### src/rtl/rr_pkg.sv
// Shared round-robin helpers: circular priority pick and default sizes.
package rr_pkg;

    localparam int RR_MAX_N   = 16;
    localparam int RR_IDX_W   = 4;
    localparam int N_IN_DEF   = 4;
    localparam int DATA_W_DEF = 8;

    typedef struct packed {
        logic                found;
        logic [RR_IDX_W-1:0] idx;
    } rr_pick_t;

    // First set bit of req among the lowest n positions, scanning circularly from ptr.
    function automatic rr_pick_t rr_pick(
        input logic [RR_MAX_N-1:0] req,
        input logic [RR_IDX_W-1:0] ptr,
        input int                  n
    );
        rr_pick_t res;
        int       pos;
        res = '0;
        for (int k = 0; k < RR_MAX_N; k++) begin
            pos = int'(ptr) + k;
            if (pos >= n) begin
                pos = pos - n;
            end
            if ((k < n) && !res.found && req[pos[RR_IDX_W-1:0]]) begin
                res.found = 1'b1;
                res.idx   = pos[RR_IDX_W-1:0];
            end
        end
        return res;
    endfunction

endpackage

### src/rtl/rr_mux_arbiter_grant.sv
// Combinational circular priority picker: first requester at or after ptr.
module rr_grant
    import rr_pkg::*;
#(
    parameter  int N_IN  = N_IN_DEF,
    localparam int SEL_W = $clog2(N_IN)
) (
    input  logic [N_IN-1:0]  i_req,
    input  logic [SEL_W-1:0] i_ptr,
    output logic [SEL_W-1:0] o_grant,
    output logic             o_found
);

    logic [RR_MAX_N-1:0] w_req;
    logic [RR_IDX_W-1:0] w_ptr;
    rr_pick_t            w_pick;

    always_comb begin
        w_req             = '0;
        w_req[N_IN-1:0]   = i_req;
        w_ptr             = '0;
        w_ptr[SEL_W-1:0]  = i_ptr;
        w_pick            = rr_pick(w_req, w_ptr, N_IN);
    end

    // The range guard never trips for a legal ptr; it keeps a stray index from granting.
    assign o_grant = w_pick.idx[SEL_W-1:0];
    assign o_found = w_pick.found && (int'(w_pick.idx) < N_IN);

endmodule

### src/rtl/rr_mux_arbiter.sv
// Round-robin arbiter with a single registered output stage (valid/ready on every port).
module rr_mux_arbiter
    import rr_pkg::*;
#(
    parameter  int N_IN   = N_IN_DEF,
    parameter  int DATA_W = DATA_W_DEF,
    localparam int SEL_W  = $clog2(N_IN)
) (
    input  logic                   clk,
    input  logic                   rst,
    input  logic [N_IN-1:0]        in_valid,
    input  logic [N_IN*DATA_W-1:0] in_data,
    output logic [N_IN-1:0]        in_ready,
    output logic                   out_valid,
    output logic [DATA_W-1:0]      out_data,
    output logic [SEL_W-1:0]       out_src,
    input  logic                   out_ready
);

    logic              r_out_valid;
    logic [DATA_W-1:0] r_out_data;
    logic [SEL_W-1:0]  r_out_src;
    logic [SEL_W-1:0]  r_ptr;

    logic              w_load;
    logic [N_IN-1:0]   w_req;
    logic [SEL_W-1:0]  w_grant;
    logic              w_found;
    logic [SEL_W-1:0]  w_ptr_next;
    logic [DATA_W-1:0] w_data_arr [N_IN];
    logic [DATA_W-1:0] w_sel_data;

    // Output register empty or draining this cycle; nothing is accepted during reset.
    assign w_load = !rst && (!r_out_valid || out_ready);
    assign w_req  = in_valid & {N_IN{w_load}};

    rr_grant #(
        .N_IN    (N_IN)
    ) u_grant (
        .i_req   (w_req),
        .i_ptr   (r_ptr),
        .o_grant (w_grant),
        .o_found (w_found)
    );

    generate
        for (genvar gi = 0; gi < N_IN; gi++) begin : g_port
            assign w_data_arr[gi] = in_data[gi*DATA_W +: DATA_W];
            assign in_ready[gi]   = w_found && (w_grant == SEL_W'(gi));
        end
    endgenerate

    assign w_sel_data = w_data_arr[w_grant];
    assign w_ptr_next = (w_grant == SEL_W'(N_IN - 1)) ? '0 : w_grant + SEL_W'(1);

    always_ff @(posedge clk) begin
        if (rst) begin
            r_out_valid <= 1'b0;
            r_out_data  <= '0;
            r_out_src   <= '0;
            r_ptr       <= '0;
        end else if (w_load) begin
            if (w_found) begin
                r_out_valid <= 1'b1;
                r_out_data  <= w_sel_data;
                r_out_src   <= w_grant;
                r_ptr       <= w_ptr_next;
            end else begin
                r_out_valid <= 1'b0;
            end
        end
    end

    assign out_valid = r_out_valid;
    assign out_data  = r_out_data;
    assign out_src   = r_out_src;

endmodule

### config.mk
export PLATFORM = sky130hd
export DESIGN_NAME = rr_mux_arbiter
export DESIGN_NICKNAME = d
export VERILOG_FILES = /design/src/rtl/rr_pkg.sv /design/src/rtl/rr_mux_arbiter_grant.sv /design/src/rtl/rr_mux_arbiter.sv
export SDC_FILE = /design/constraint.sdc
export NUM_CORES = 1
export LEC_CHECK = 0
export ABC_AREA = 1
export CORE_ASPECT_RATIO = 0.9
export CORE_UTILIZATION = 44
export CTS_BUF_LIST = sky130_fd_sc_hd__clkbuf_2
export DETAILED_ROUTE_END_ITERATION = 6
export PLACE_DENSITY = 0.82
export SYNTH_ARGS = -nofsm -noshare
export SYNTH_HDL_FRONTEND = slang
export SYNTH_SLANG_ARGS = --single-unit
### constraint.sdc
create_clock -name clk -period 3.52 [get_ports clk]
set_input_delay 0.704 -clock clk [delete_from_list [all_inputs] [get_ports clk]]
set_output_delay 0.704 -clock clk [all_outputs]
set_load 0.05 [all_outputs]
==> After elaboration in Yosys (flattened, before gate mapping) <==
Index checks and enable logic that the tools add are counted.
{ "totals": {"wordCells": 65, "ff_bits": 13, "in_bits": 39, "mem_bits_ro": 0, "memories": 0, "latchBits": 0, "ramBits": 0} }
{ "op_classes": {"add_sub_neg": 8, "n_div": 0, "order_cmp": 10, "n_mul": 0, "eq_ne": 3, "shifts": 0, "n_reduce_logical": 17, "bitwise_logic": 2, "mux": 21} }
{ "op_table": {"columns": ["op", "n"], "rows": [
  ["32-bit by 4-bit >= comparator with 1-bit output, second input constant", 3],
  ["4-bit by 5-bit < comparator with 1-bit output, second input constant", 4],
  ["5-bit two-way mux", 4],
  ["1-bit binary-select mux with 4-bit select", 4],
  ["8-bit binary-select mux with 2-bit select", 1],
  ["4-bit two-way mux", 4],
  ["8-bit two-way mux", 2],
  ["4-bit subtractor, second input constant", 3],
  ["1-bit logical AND", 9],
  ["2-bit by 2-bit adder with 3-bit output, second input constant", 2],
  ["1-bit logical NOT", 5],
  ["1-bit two-way mux", 5],
  ["4-bit bitwise AND", 1],
  ["2-bit == test, second input constant", 2],
  ["4-bit by 3-bit < comparator with 1-bit output, second input constant", 1],
  ["2-bit by 3-bit subtractor with 4-bit output, second input constant", 1],
  ["2-bit by 1-bit adder with 3-bit output, second input constant", 1],
  ["2-bit by 3-bit >= comparator with 1-bit output, second input constant", 1],
  ["3-bit >= comparator, second input constant", 1],
  ["2-bit NOT with 3-bit output", 1],
  ["2-bit by 1-bit adder with 2-bit output, second input constant", 1],
  ["2-bit by 1-bit == test with 1-bit output, second input constant", 1],
  ["2-bit logical NOT", 1],
  ["2-bit two-way mux", 1],
  ["other kinds (2)", 2]
]} }

==> Logic depth before layout (Yosys ltp) <==
{ "depth": {"depth_word": 20, "mapped_depth": 17, "mapped_depth_nobuf": 15} }

==> By module <==
Synthesis repeated with hierarchy kept, for this count alone.
{ "unflattened": {"cells_unflattened": 213, "area_unflattened_um2": 1198.6} }
{ "modules_own_cells": {"columns": ["mod", "seq_area_each_um2", "area_each_um2", "n_inst", "cells_per_inst"], "rows": [
  ["rr_mux_arbiter", 260.2, 919.6, 1, 153],
  ["rr_grant", 0.0, 279.0, 1, 60]
]} }

==> Worst setup path after synthesis <==
No wires, ideal clock.
{ "synth_path": {"path_kind": "input port to output port", "startpoint": "in out_ready", "endpoint": "out in_ready[2]", "slack_ns": 0.137, "arrival_time_ns": 2.679, "required_time_ns": 2.816, "path_stages": 16, "path_cell_list": "inv_1 > nand2_2 > buf_6 > nand4_2 > nand2_4 > nand2_4 > nand2_4 > nor2_4 > nand3_2 > nand2_4 > nand2_8 > buf_12 > inv_2 > ha_1 > inv_1 > nor2_1"} }
{ "synth_between": {"elab_chain_cells": 18, "word_cells_on_any_way": 25, "cone_classes": "order compare (1); eq/ne (1); mux (12); bitwise (1); reduce/logical (10)"} }
{ "synth_lines": {"columns": ["element", "line_no", "rtl"], "rows": [
  ["start, declared", "rr_mux_arbiter.sv:17", "input logic out_ready"],
  ["1-bit logical OR *", "rr_mux_arbiter.sv:34", "assign w_load = !rst && (!r_out_valid || out_ready);"],
  ["1-bit logical AND *", "rr_mux_arbiter.sv:34", null],
  ["4-bit bitwise AND *", "rr_mux_arbiter.sv:35", "assign w_req = in_valid & {N_IN{w_load}};"],
  ["1-bit binary-select mux with 4-bit select", "rr_pkg.sv:28", "if ((k < n) && !res.found && req[pos[RR_IDX_W-1:0]]) begin"],
  ["1-bit two-way mux (not written as such)", "rr_pkg.sv:28", null],
  ["5-bit two-way mux", "rr_pkg.sv:28", null],
  ["1-bit logical NOT", "rr_pkg.sv:28", null],
  ["1-bit logical AND", "rr_pkg.sv:28", null],
  ["[... 3 more ...]", null, null],
  ["5-bit two-way mux", "rr_pkg.sv:28", null],
  ["1-bit logical NOT", "rr_pkg.sv:28", null],
  ["1-bit logical AND", "rr_pkg.sv:28", null],
  ["5-bit two-way mux *", "rr_pkg.sv:28", null],
  ["net u_grant.o_grant[0]", "rr_mux_arbiter_grant.sv:10", "output logic [SEL_W-1:0] o_grant,"],
  ["4-bit by 3-bit < comparator with 1-bit output", "rr_mux_arbiter_grant.sv:28", "assign o_found = w_pick.found && (int'(w_pick.idx) < N_IN);"],
  ["1-bit logical AND", "rr_mux_arbiter_grant.sv:28", null],
  ["1-bit logical AND *", "rr_mux_arbiter.sv:49", "assign in_ready[gi] = w_found && (w_grant == SEL_W'(gi));"],
  ["end, declared", "rr_mux_arbiter.sv:13", "output logic [N_IN-1:0] in_ready,"]
]} }
The timed path passes the listed nets; every way through them passes the cells marked *. The select of a mux whose other input is x is not followed.

==> Final worst setup path <==
{ "layout_path": {"startpoint": "in out_ready", "endpoint": "out in_ready[1]"} }
Same word-level chain as after synthesis.

==> run metrics <==
drt total wl 3.30 mm; Final setup viols 0; Slew Viols, Final 0; relative slew slack 64.8%; Area contributors post-synth nand3_1, dfxtp_1, nand2_1, ha_1, nand2_2; Register Area 260 µm²; Post-Route Utilization 70.1%; DIE HEIGHT 53.2 µm; Max FO, Critical Path 6; worst path bufs/invs 5; ANT cells 0; WP data required 2.82 ns; Root Buffer clkbuf_2; P&R area growth vs syn 50.2%; Tot GR Track Use 22.5%; Crit Path Category in2out; ANT nets after route 0; syn_nets 229; nets@finish 288; FILL cells 241; Via density 5.02; final hold viol count 0; Worst-Skew Late Latency 0.28 ns; critical path's slowest cell clkdlybuf4s50_1; Yosys top cell by area nand3_1; CP delay by family, top simple AND/OR/NAND/NOR gates; Worst Hold Class reg2reg; clock slew at reported path FFs 0.14 ns; Warnings, synthesis 0; flop and latch count out of synthesis 13; TNS Setup 0 ns; CTS Sinks 13; die area 0.00313 mm²; Maximum Capacitance Violations 0; synth unique cells 23; synthesized area 0.00128 mm²; row count 18; routability cong. 0.882; H-tree depth 1; Final HPWL DP 2.60 mm; Multi-input gate area 887 µm²; Clock Skews 0.0158 ns; first-pass GRT wire length 5.29 mm; max frequency 298 MHz; area share of the largest cell type after synthesis 23.4%; Worst Path Arrival 2.65 ns; vias post-DR 1411; Tightest Pin Transition 0.526 ns; first-pass detailed-route iteration total 4; PortBufs 53; CP Launch Type primary input; fraction of layout cells with a size suffix above 1 23.7%; TritonCTS clock tree built; crit end category output port; synthesized area per cell 7.01 µm²; CTS max path bufs 2; crit-path cells clkdlybuf4s50_1 -> inv_1 -> nand2_2 -> nand3_1 -> nand2_1 -> nand3_1 -> nand2_1 -> nor2_4 -> nand3_1 -> nand2_1 -> nand2_2 -> inv_2 -> ha_1 -> inv_1 -> nor2_2 -> buf_12; status finished clean; antenna violations before repair 0; vias in the first global route 1176; initial core utilization 46.7%; slowest stage delay, CP 0.40 ns; Tmin final 3.36 ns; grt ovf 0; instance count of the mapped netlist 183; CTS buffer count 3; core region area 0.00275 mm²; setup repair after global routing missed its margin false; period utilisation layout 95.4%; DRC Markers 0; largest net degree at the start of global routing 18; drt wl/cell 11.8 µm; number of DRC markers in iteration 0 51; I/O pin total 54; Die X-Extent 58.9 µm; sequential-to-total area share from yosys stat 20.3%
==> cell usage in the layout (no fill, tap or decap), types with 3 or more instances in the layout <==
cell and n:
inv_1 12, clkbuf_2 4, ha_1 7, buf_4 9, clkdlybuf4s50_1 49, dfxtp_1 13, nand4_2 5, nand4_1 4
nand3_1 60, nand2_1 33, nand2_2 13, nand2_4 8, inv_4 3, nor2_2 4, buf_12 4
==> cells by family (layout without fill, tap and decap cells) <==
family	Yosys count	after routing	synth area share, %
compound gates	5	5	2.44
simple gates	132	133	58.2
buf+inv	26	83	12.2
flops	13	13	20.3
fa+ha+maj	7	7	6.83
==> tightest hold or removal path, stage by stage (launching register included) <==
cell	delay, ns
dfxtp_1	0.34
nand3_1	0.07
nand2_1	0.05
==> stage by stage <==
stage | instance area, µm² | std cells | setup slack [ns] | hold slack [ns]
floorplan | 1280 | 183 | 0.137 | 0.646
global route | 1930 | 281 | 0.00428 | 0.500
detailed placement | 1880 | 276 | 0.00252 | 0.462
global placement | 1880 | 276 | 0.0310 | 0.459
finish | 1930 | 281 | 0.161 | 0.483
CTS | 1900 | 280 | 0.00206 | 0.483
==> final timing paths <==
path	start	endpoint	slack, ns	cells past startpoint
max	out_ready	in_ready[1]	0.16	16
min	out_src[1]	out_src[1]	0.48	2
max reg2reg	r_ptr[1]	r_ptr[1]	1.13	12
min reg2reg	out_src[1]	out_src[1]	0.48	2
==> layer usage <==
layer / part of all wire (%) / wire length (µm) / GRT usage, % / vias to the layer above
li1: - / - / - / 729
met1: 47 / 1550 / 30.4 / 627
met2: 46 / 1530 / 35.2 / 51
met3: 5.5 / 182 / 5.38 / 4
met4: 1.2 / 39 / 6.35 / 0
met5: 0 / 0 / 0 / -
==> Yosys cell counts <==
master,instances
buf_12,1
o21ai_0,1
a21oi_1,2
buf_6,4
nand3_1,60
inv_4,2
nor2_1,6
a21boi_0,1
dfxtp_1,13
nand3_2,1
nor2_4,2
nand2_8,1
nand4_1,4
nand4_2,5
nand2_4,7
inv_1,12
buf_4,1
nand2_2,13
o21ai_2,1
nand2_1,33
buf_2,3
ha_1,7
inv_2,3
==> flip-flops by register name, summed over array words and instances, names as in the netlist <==
signal and count:
out_data 8, r_ptr 2, out_src 2, out_valid 1
==> layout make-up <==
type	instances	share of cell area (%)
clock buffer	4	1.04
inverter	17	3.70
multi-input combinational	145	46.0
sequential	13	13.5
tap	40	2.60
timing repair buffer	62	33.1
==> timing repair <==
item	in CTS	in global routing
hold buffers	0	0
endpoints found under the setup margin	0	4
resized for setup	0	7
buffers inserted	0	0
Power is left out: the tool's default activity adds up to more than one toggle a clock period on the data nets, which glitch-free logic cannot reach.
